[src/rtl/ps2_pkg.sv]
// ps2_pkg: shared constants, frame FSM state type and parity helper for the
// PS/2 keyboard receiver. No ports; imported by the interface and modules.
package ps2_pkg;

    localparam logic [7:0] PREFIX_RELEASE = 8'hF0;
    localparam logic [7:0] PREFIX_EXT     = 8'hE0;
    localparam int         KC_W           = 10;
    localparam int         KC_REL_BIT     = 9;
    localparam int         KC_EXT_BIT     = 8;

    typedef enum logic [1:0] {
        IDLE   = 2'd0,
        DATA   = 2'd1,
        PARITY = 2'd2,
        STOP   = 2'd3
    } ps2_state_e;

    // PS/2 uses odd parity: data bits plus parity bit must hold an odd count of ones.
    function automatic logic odd_parity_ok(input logic [7:0] data, input logic par);
        return ^{data, par};
    endfunction

endpackage

[src/rtl/ps2_keyboard_rx_if.sv]
// ps2_keyboard_rx_if: valid/ready key-code stream.
//   kc_data  : {released, extended, scan[7:0]} at the FIFO head
//   kc_valid : head entry present
//   kc_ready : consumer accepts kc_data when kc_valid & kc_ready
// master = key-code producer (receiver), slave = consumer.
interface ps2_keyboard_rx_if;
    import ps2_pkg::*;

    logic [KC_W-1:0] kc_data;
    logic            kc_valid;
    logic            kc_ready;

    modport master (output kc_data, output kc_valid, input kc_ready);
    modport slave  (input kc_data, input kc_valid, output kc_ready);

endinterface

[src/rtl/ps2_line_filter.sv]
// ps2_line_filter: brings one raw asynchronous PS/2 line into the clk domain
// through a 2-FF synchroniser, then only lets the filtered output follow the
// line once DEBOUNCE_CYCLES consecutive synchronised samples disagree with it.
//   clk, reset : system clock, synchronous active-high reset
//   raw        : asynchronous PS/2 line
//   filt       : filtered line, idles at 1 after reset
module ps2_line_filter #(
    parameter int DEBOUNCE_CYCLES = 16
) (
    input  logic clk,
    input  logic reset,
    input  logic raw,
    output logic filt
);

    localparam int CW = $clog2(DEBOUNCE_CYCLES + 1);

    logic          sync1_r;
    logic          sync2_r;
    logic [CW-1:0] stable_cnt_r;

    // Synchronise the raw line and count how long it has disagreed with filt.
    always_ff @(posedge clk) begin
        if (reset) begin
            sync1_r      <= 1'b1;
            sync2_r      <= 1'b1;
            stable_cnt_r <= {CW{1'b0}};
            filt         <= 1'b1;
        end else begin
            sync1_r <= raw;
            sync2_r <= sync1_r;
            if (sync2_r != filt) begin
                // This sample is the DEBOUNCE_CYCLES-th disagreeing one in a row.
                if (stable_cnt_r == CW'(DEBOUNCE_CYCLES - 1)) begin
                    filt         <= sync2_r;
                    stable_cnt_r <= {CW{1'b0}};
                end else begin
                    stable_cnt_r <= stable_cnt_r + CW'(1'b1);
                end
            end else begin
                stable_cnt_r <= {CW{1'b0}};
            end
        end
    end

endmodule

[src/rtl/ps2_keyboard_rx.sv]
// ps2_keyboard_rx: fully synchronous PS/2 keyboard receiver. Filters both PS/2
// lines, frames 11-bit characters (start, 8 data LSB first, odd parity, stop)
// with a per-bit timeout, folds E0/F0 prefixes into a 10-bit key code,
// optionally suppresses typematic repeats and buffers codes in a FWFT FIFO.
//   clk, reset        : system clock, synchronous active-high reset
//   ps2_clk, ps2_data : raw asynchronous PS/2 lines
//   kc                : key-code stream (master side)
//   fifo_count        : entries currently held
//   err_parity        : one-cycle pulse, parity error
//   err_frame         : one-cycle pulse, bad stop bit or bit timeout
//   err_overflow      : one-cycle pulse, code dropped because FIFO full
module ps2_keyboard_rx
    import ps2_pkg::*;
#(
    parameter int DEBOUNCE_CYCLES = 16,
    parameter int TIMEOUT_CYCLES  = 200000,
    parameter int FIFO_DEPTH      = 8,
    parameter int FILTER_REPEAT   = 1
) (
    input  logic                        clk,
    input  logic                        reset,
    input  logic                        ps2_clk,
    input  logic                        ps2_data,
    ps2_keyboard_rx_if.master           kc,
    output logic [$clog2(FIFO_DEPTH):0] fifo_count,
    output logic                        err_parity,
    output logic                        err_frame,
    output logic                        err_overflow
);

    localparam int AW = $clog2(FIFO_DEPTH);
    localparam int CW = AW + 1;
    localparam int TW = $clog2(TIMEOUT_CYCLES + 1);

    // ---------------- line filtering ----------------
    logic clk_filt_s;
    logic data_filt_s;
    logic clk_prev_r;
    logic fall_s;

    ps2_line_filter #(.DEBOUNCE_CYCLES(DEBOUNCE_CYCLES)) u_clk_filter (
        .clk   (clk),
        .reset (reset),
        .raw   (ps2_clk),
        .filt  (clk_filt_s)
    );

    ps2_line_filter #(.DEBOUNCE_CYCLES(DEBOUNCE_CYCLES)) u_data_filter (
        .clk   (clk),
        .reset (reset),
        .raw   (ps2_data),
        .filt  (data_filt_s)
    );

    // Remember the previous filtered clock level for falling-edge detection.
    always_ff @(posedge clk) begin
        if (reset) begin
            clk_prev_r <= 1'b1;
        end else begin
            clk_prev_r <= clk_filt_s;
        end
    end

    assign fall_s = clk_prev_r & ~clk_filt_s;

    // ---------------- frame FSM ----------------
    ps2_state_e    state_r;
    logic [2:0]    bitcnt_r;
    logic [7:0]    shift_r;
    logic          parity_r;
    logic [TW-1:0] tcnt_r;
    logic          byte_strobe_r;
    logic [7:0]    byte_r;

    // Frame the character on filtered clock falls; the timeout runs between falls.
    always_ff @(posedge clk) begin
        if (reset) begin
            state_r       <= IDLE;
            bitcnt_r      <= 3'd0;
            shift_r       <= 8'h00;
            parity_r      <= 1'b0;
            tcnt_r        <= {TW{1'b0}};
            byte_strobe_r <= 1'b0;
            byte_r        <= 8'h00;
            err_parity    <= 1'b0;
            err_frame     <= 1'b0;
        end else begin
            byte_strobe_r <= 1'b0;
            err_parity    <= 1'b0;
            err_frame     <= 1'b0;
            if (fall_s) begin
                tcnt_r <= {TW{1'b0}};
                case (state_r)
                    IDLE: begin
                        // A high start bit is line noise; ignore it silently.
                        if (!data_filt_s) begin
                            state_r  <= DATA;
                            bitcnt_r <= 3'd0;
                        end else begin
                            state_r <= IDLE;
                        end
                    end
                    DATA: begin
                        shift_r  <= {data_filt_s, shift_r[7:1]};
                        bitcnt_r <= bitcnt_r + 3'd1;
                        if (bitcnt_r == 3'd7) begin
                            state_r <= PARITY;
                        end else begin
                            state_r <= DATA;
                        end
                    end
                    PARITY: begin
                        parity_r <= data_filt_s;
                        state_r  <= STOP;
                    end
                    STOP: begin
                        // A bad stop bit outranks a parity failure.
                        if (!data_filt_s) begin
                            err_frame <= 1'b1;
                        end else if (odd_parity_ok(shift_r, parity_r)) begin
                            byte_strobe_r <= 1'b1;
                            byte_r        <= shift_r;
                        end else begin
                            err_parity <= 1'b1;
                        end
                        state_r <= IDLE;
                    end
                    default: begin
                        state_r <= IDLE;
                    end
                endcase
            end else if (state_r != IDLE) begin
                if (tcnt_r == TW'(TIMEOUT_CYCLES - 1)) begin
                    state_r   <= IDLE;
                    err_frame <= 1'b1;
                    tcnt_r    <= {TW{1'b0}};
                end else begin
                    tcnt_r <= tcnt_r + TW'(1'b1);
                end
            end else begin
                tcnt_r <= {TW{1'b0}};
            end
        end
    end

    // ---------------- prefix decoder and repeat filter ----------------
    logic            rel_r;
    logic            ext_r;
    logic [8:0]      last_make_r;
    logic            push_r;
    logic [KC_W-1:0] push_data_r;
    logic [KC_W-1:0] code_s;
    logic [8:0]      make_s;

    // Assemble the candidate key code from the pending prefix flags.
    always_comb begin
        code_s             = {2'b00, byte_r};
        code_s[KC_REL_BIT] = rel_r;
        code_s[KC_EXT_BIT] = ext_r;
        make_s             = {ext_r, byte_r};
    end

    // Fold prefixes into the code and decide whether it is pushed one cycle later.
    always_ff @(posedge clk) begin
        if (reset) begin
            rel_r       <= 1'b0;
            ext_r       <= 1'b0;
            last_make_r <= 9'h000;
            push_r      <= 1'b0;
            push_data_r <= {KC_W{1'b0}};
        end else begin
            push_r <= 1'b0;
            if (err_parity || err_frame) begin
                // A corrupted byte may have been the key a prefix belonged to.
                rel_r <= 1'b0;
                ext_r <= 1'b0;
            end else if (byte_strobe_r) begin
                case (byte_r)
                    PREFIX_RELEASE: rel_r <= 1'b1;
                    PREFIX_EXT:     ext_r <= 1'b1;
                    8'h00, 8'hFF: begin
                        rel_r <= 1'b0;
                        ext_r <= 1'b0;
                    end
                    default: begin
                        rel_r       <= 1'b0;
                        ext_r       <= 1'b0;
                        push_data_r <= code_s;
                        if (FILTER_REPEAT == 0) begin
                            push_r <= 1'b1;
                        end else if (rel_r) begin
                            push_r <= 1'b1;
                            if (last_make_r == make_s) begin
                                last_make_r <= 9'h000;
                            end
                        end else if (last_make_r != make_s) begin
                            push_r      <= 1'b1;
                            last_make_r <= make_s;
                        end
                    end
                endcase
            end
        end
    end

    // ---------------- key-code FIFO ----------------
    logic [KC_W-1:0] mem_r [FIFO_DEPTH];
    logic [AW-1:0]   wr_ptr_r;
    logic [AW-1:0]   rd_ptr_r;
    logic            kc_valid_r;
    logic [KC_W-1:0] kc_data_r;
    logic            full_s;
    logic            pop_s;
    logic            wr_en_s;
    logic [AW-1:0]   rd_next_s;
    logic [CW-1:0]   count_next_s;
    logic [KC_W-1:0] head_next_s;

    assign full_s  = (fifo_count == CW'(FIFO_DEPTH));
    assign pop_s   = kc_valid_r & kc.kc_ready;
    // A full FIFO still takes a push when the head leaves in the same cycle.
    assign wr_en_s = push_r & (~full_s | pop_s);

    // Next read pointer, occupancy and head word so kc_data can be registered.
    always_comb begin
        rd_next_s    = pop_s ? (rd_ptr_r + AW'(1'b1)) : rd_ptr_r;
        count_next_s = fifo_count + CW'(wr_en_s) - CW'(pop_s);
        if (count_next_s == {CW{1'b0}}) begin
            head_next_s = {KC_W{1'b0}};
        end else if (wr_en_s && (rd_next_s == wr_ptr_r)) begin
            head_next_s = push_data_r;
        end else begin
            head_next_s = mem_r[rd_next_s];
        end
    end

    // Storage array; write only, contents are don't-care until pushed.
    always_ff @(posedge clk) begin
        if (wr_en_s) begin
            mem_r[wr_ptr_r] <= push_data_r;
        end
    end

    // Pointers, occupancy, registered head and overflow pulse.
    always_ff @(posedge clk) begin
        if (reset) begin
            wr_ptr_r     <= {AW{1'b0}};
            rd_ptr_r     <= {AW{1'b0}};
            fifo_count   <= {CW{1'b0}};
            kc_valid_r   <= 1'b0;
            kc_data_r    <= {KC_W{1'b0}};
            err_overflow <= 1'b0;
        end else begin
            if (wr_en_s) begin
                wr_ptr_r <= wr_ptr_r + AW'(1'b1);
            end
            rd_ptr_r     <= rd_next_s;
            fifo_count   <= count_next_s;
            kc_valid_r   <= (count_next_s != {CW{1'b0}});
            kc_data_r    <= head_next_s;
            err_overflow <= push_r & full_s & ~pop_s;
        end
    end

    assign kc.kc_valid = kc_valid_r;
    assign kc.kc_data  = kc_data_r;

endmodule

[src/flat_wrapper.sv]
// flat-port wrapper written by rule: the top's interface ports become plain ports
module ps2_keyboard_rx_flat import ps2_pkg::*;
#(
    parameter int DEBOUNCE_CYCLES = 16,
    parameter int TIMEOUT_CYCLES  = 200000,
    parameter int FIFO_DEPTH      = 8,
    parameter int FILTER_REPEAT   = 1
)
  (clk, reset, ps2_clk, ps2_data, fifo_count, err_parity, err_frame, err_overflow, kc_kc_data, kc_kc_valid, kc_kc_ready);
  ps2_keyboard_rx_if kc_i ();
  input  logic clk;
  input  logic reset;
  input  logic ps2_clk;
  input  logic ps2_data;
  output logic [$clog2(FIFO_DEPTH):0] fifo_count;
  output logic err_parity;
  output logic err_frame;
  output logic err_overflow;
  output wire logic [$bits(kc_i.kc_data)-1:0] kc_kc_data;
  output wire logic [$bits(kc_i.kc_valid)-1:0] kc_kc_valid;
  input wire logic [$bits(kc_i.kc_ready)-1:0] kc_kc_ready;
  assign kc_kc_data = kc_i.kc_data;
  assign kc_kc_valid = kc_i.kc_valid;
  assign kc_i.kc_ready = kc_kc_ready;
  ps2_keyboard_rx #(.DEBOUNCE_CYCLES(DEBOUNCE_CYCLES), .TIMEOUT_CYCLES(TIMEOUT_CYCLES), .FIFO_DEPTH(FIFO_DEPTH), .FILTER_REPEAT(FILTER_REPEAT)) u_core (.clk(clk), .reset(reset), .ps2_clk(ps2_clk), .ps2_data(ps2_data), .kc(kc_i), .fifo_count(fifo_count), .err_parity(err_parity), .err_frame(err_frame), .err_overflow(err_overflow));
endmodule
[config.mk]
export PLATFORM = sky130hd
export DESIGN_NAME = ps2_keyboard_rx_flat
export DESIGN_NICKNAME = d
export VERILOG_FILES = /design/src/rtl/ps2_pkg.sv /design/src/rtl/ps2_keyboard_rx_if.sv /design/src/rtl/ps2_line_filter.sv /design/src/rtl/ps2_keyboard_rx.sv /design/src/flat_wrapper.sv
export SDC_FILE = /design/constraint.sdc
export NUM_CORES = 1
export LEC_CHECK = 0
export CAP_MARGIN = 40
export CORE_MARGIN = 1.5
export CORE_UTILIZATION = 40
export DETAILED_ROUTE_END_ITERATION = 8
export DONT_BUFFER_PORTS = 1
export PLACE_DENSITY = 0.62
export RECOVER_POWER = 100
export SLEW_MARGIN = 30
export SYNTH_ARGS = -nofsm -noshare
export SYNTH_HDL_FRONTEND = slang
export SYNTH_HIERARCHICAL = 1
export SYNTH_SLANG_ARGS = --single-unit
[constraint.sdc]
create_clock -name clk -period 2.74 [get_ports clk]
set_input_delay 0.548 -clock clk [delete_from_list [all_inputs] [get_ports clk]]
set_output_delay 0.548 -clock clk [all_outputs]
set_load 0.005 [all_outputs]
==> run metrics <==
WHS 0.198 ns; max cap viols 0; Final Core Density 0.454; Final nets 674; CP arrival 2.84 ns; f_max 0.390 GHz; cell with the most instances after synthesis dfxtp_1; floorplan row count 50; total gr overflow 0; met1 Track Usage GR 0.182; Die X 141 um; GRT Overall Usage 0.150; Static Leakage 2.90 nW; GR Util met3 0.0407; Starting Density 0.406; reg2reg path depth 12; worst slew pin tran 0.754 ns; Final period util 0.936; Max Slew Vio Count 0; P&R area growth vs syn 11.8%; Main synth FF type dfxtp_1; power share of the combinational group 0.162; H-tree depth 4; Seq cells post-synth 184; number of fill cells in the layout 1,697; worst-skew pair later-pin latency 0.43 ns; slew margin rel. 0.498; I/O Pins 23; area post-placement 7910 um2; top-area cell type share of the netlist area 0.317; PwrDens 779 nW/um2; Post-synth EDFFs 80; P_int 4.92 mW; Via density 5.28; final WL 14.4 mm; Routed Antenna Nets 0; drt drc 0; number of diodes 0; vias 4,754; drt pass-1 iters 5; largest net degree at the start of global routing 68; first-pass GRT wire length 23.4 mm; vias in the first global route 4,705; Yosys cell types 60; share of layout cells above drive strength 1 0.123; unrepaired setup endpoints after global routing no; skew final 0.0148 ns; setup TNS 0 ns; worst endpoint required time 3.02 ns; clock tree buffer depth 2; post-CTS setup buffers 0; clock buffer count from CTS 17; Starting DRT DRC Count 287; Die ar. 19,800 um2; IO Port Bufs 0; Clk pwr share 0.378; status finished, final reports clean; Critical R2R Capture u_core/kc.kc_data[8]; met2 Track Usage GR 0.263; worst hold path class input pin to register; wire per inst 16.0 um; Critical Path Source u_core/fifo_count[2]; clk root buf clkbuf_16; post-layout instance area 8460 um2; r2r setup slk 0.18 ns; final setup fails 0; Tot Pwr 6.59 mW; switch share 0.253; commonest cells in the netlist 104 x dfxtp_1, 80 x edfxtp_1, 66 x nor2_1; synth warn 6; worst vdd ir 0.481 mV; DPL Wire Length 9.41 mm; P_sw 1.67 mW; clock sinks 184; Core Footprint 18,600 um2; Setup CP Type register to register; Final Critical Period 2.56 ns; GR peak layer met2; Syn Inst Count 639; area leader, netlist edfxtp_1; Critical Path Fanout Max 5; mapped cell area 7570 um2; share of power burned in registers 0.461; launching element type of the critical path register; Final Hold Fails 0; Syn Area/Cell 11.8 um2; die height 141 um; Synth Net Count 659; CTS tree built; initial antenna violation count 0; top post-synthesis cells by area edfxtp_1 32%, dfxtp_1 28%, mux4_2 5.4%; hold_buf cts 0; post-synthesis sequential area ratio 0.593; Post-synth ARST share 0; CP Capture Point u_core/kc.kc_data[8]; Critical Path End Type register; R2R Path Start u_core/fifo_count[2]; clock-pin slew on the worst setup and hold paths 0.07 ns; Final GP Congestion 0.748
-- worst max-delay path, stage by stage (launching register included) --
cell and delay (ns):
dfxtp_2 0.34, inv_1 0.07, ha_1 0.22, a31oi_2 0.15, nand2_1 0.07, nand2_1 0.07
ha_1 0.16, inv_1 0.06, fa_1 0.48, nor2_1 0.08, a2111oi_4 0.42, buf_4 0.24
a311oi_1 0.06
-- logic make-up after synthesis --
logic type | count (synthesis) | share of synthesized area
simple gates | 227 | 0.149
flops | 184 | 0.593
compound gates | 77 | 0.0656
buf+inv | 56 | 0.0359
xor+xnor | 46 | 0.0552
mux | 34 | 0.0761
fa+ha+maj | 15 | 0.0258
-- cell usage in the layout (no fill, tap or decap), types with 9 or more instances in the layout --
| master | Yosys | routed |
|---|---|---|
| inv_1 | 27 | 27 |
| nand3_1 | 17 | 17 |
| a21oi_1 | 32 | 32 |
| mux2i_1 | 12 | 12 |
| edfxtp_1 | 80 | 80 |
| nand3b_1 | 9 | 9 |
| mux4_2 | 18 | 18 |
| o21ai_0 | 15 | 15 |
| a311oi_1 | 10 | 10 |
| ha_1 | 14 | 14 |
| xnor2_1 | 27 | 27 |
| or3_1 | 7 | 9 |
| nor2_1 | 66 | 64 |
| nand2_1 | 63 | 63 |
| nor4_1 | 15 | 15 |
| dfxtp_1 | 104 | 103 |
| xor2_1 | 18 | 18 |
| clkbuf_16 | 0 | 18 |
| clkbuf_1 | 17 | 16 |
-- area by class of cell --
cell class              instances  area, um2  area share
clock buffers                  21        482      0.0569
well taps                     234        293      0.0346
flip-flops and latches        184       4490       0.530
clock inverters                11        130      0.0154
repair buffers                 25        148      0.0174
multi-input cells             399       2820       0.334
inverters                      27        101      0.0120
-- registers in the layout, summed over array words and instances (netlist names), 2 cells and up --
signal and cells:
u_core/mem_r 80, u_core/tcnt_r 18, u_core/kc.kc_data 10, u_core/push_data_r 10, u_core/last_make_r 9, u_core/byte_r 8
u_core/shift_r 8, u_core/u_clk_filter/stable_cnt_r 5, u_core/u_data_filter/stable_cnt_r 5, u_core/fifo_count 4, u_core/bitcnt_r 3, u_core/rd_ptr_r 3
u_core/wr_ptr_r 3, u_core/state_r 2
-- power by group through the flow --
stage	clock (mW)	sequential [mW]	combinational, mW
after CTS	2.55	3.04	0.991
after detailed placement	0	3.10	0.986
final	2.49	3.03	1.06
after global routing	2.67	3.05	1.16
after floorplan	0	3.08	0.701
after global placement	0	3.10	0.941
-- how the worst min path moves through the flow --
stage	from	depth (start not counted)	end
after detailed placement	u_core/u_clk_filter/sync1_r	1	u_core/u_clk_filter/sync2_r
after global routing	reset	1	u_core/rd_ptr_r[1]
after floorplan	u_core/u_clk_filter/sync1_r	1	u_core/u_clk_filter/sync2_r
after CTS	reset	1	u_core/rd_ptr_r[1]
after global placement	u_core/u_data_filter/sync1_r	1	u_core/u_data_filter/sync2_r
final	reset	1	u_core/rd_ptr_r[1]
-- layer usage --
layer | part of all wire | up-vias
li1 | - | 2323
met5 | 0 | -
met2 | 0.52 | 61
met4 | 0.0056 | 0
met1 | 0.44 | 2360
met3 | 0.028 | 10
-- timing repair --
action / 4_1_cts / 5_1_grt
endpoints found under the hold margin: 0 / 0
setup endpoints to repair: 0 / 11
gates resized for setup: 0 / 8
-- per-stage QoR --
stage | setup slack [ns] | std cells
2_1_floorplan | 0.00382 | 639
3_3_place_gp | 0.204 | 868
3_5_place_dp | 0.0867 | 868
4_1_cts | 0.0772 | 900
5_1_grt | 0.00656 | 901
6_report | 0.177 | 901
(Power assumes the default switching activity.)
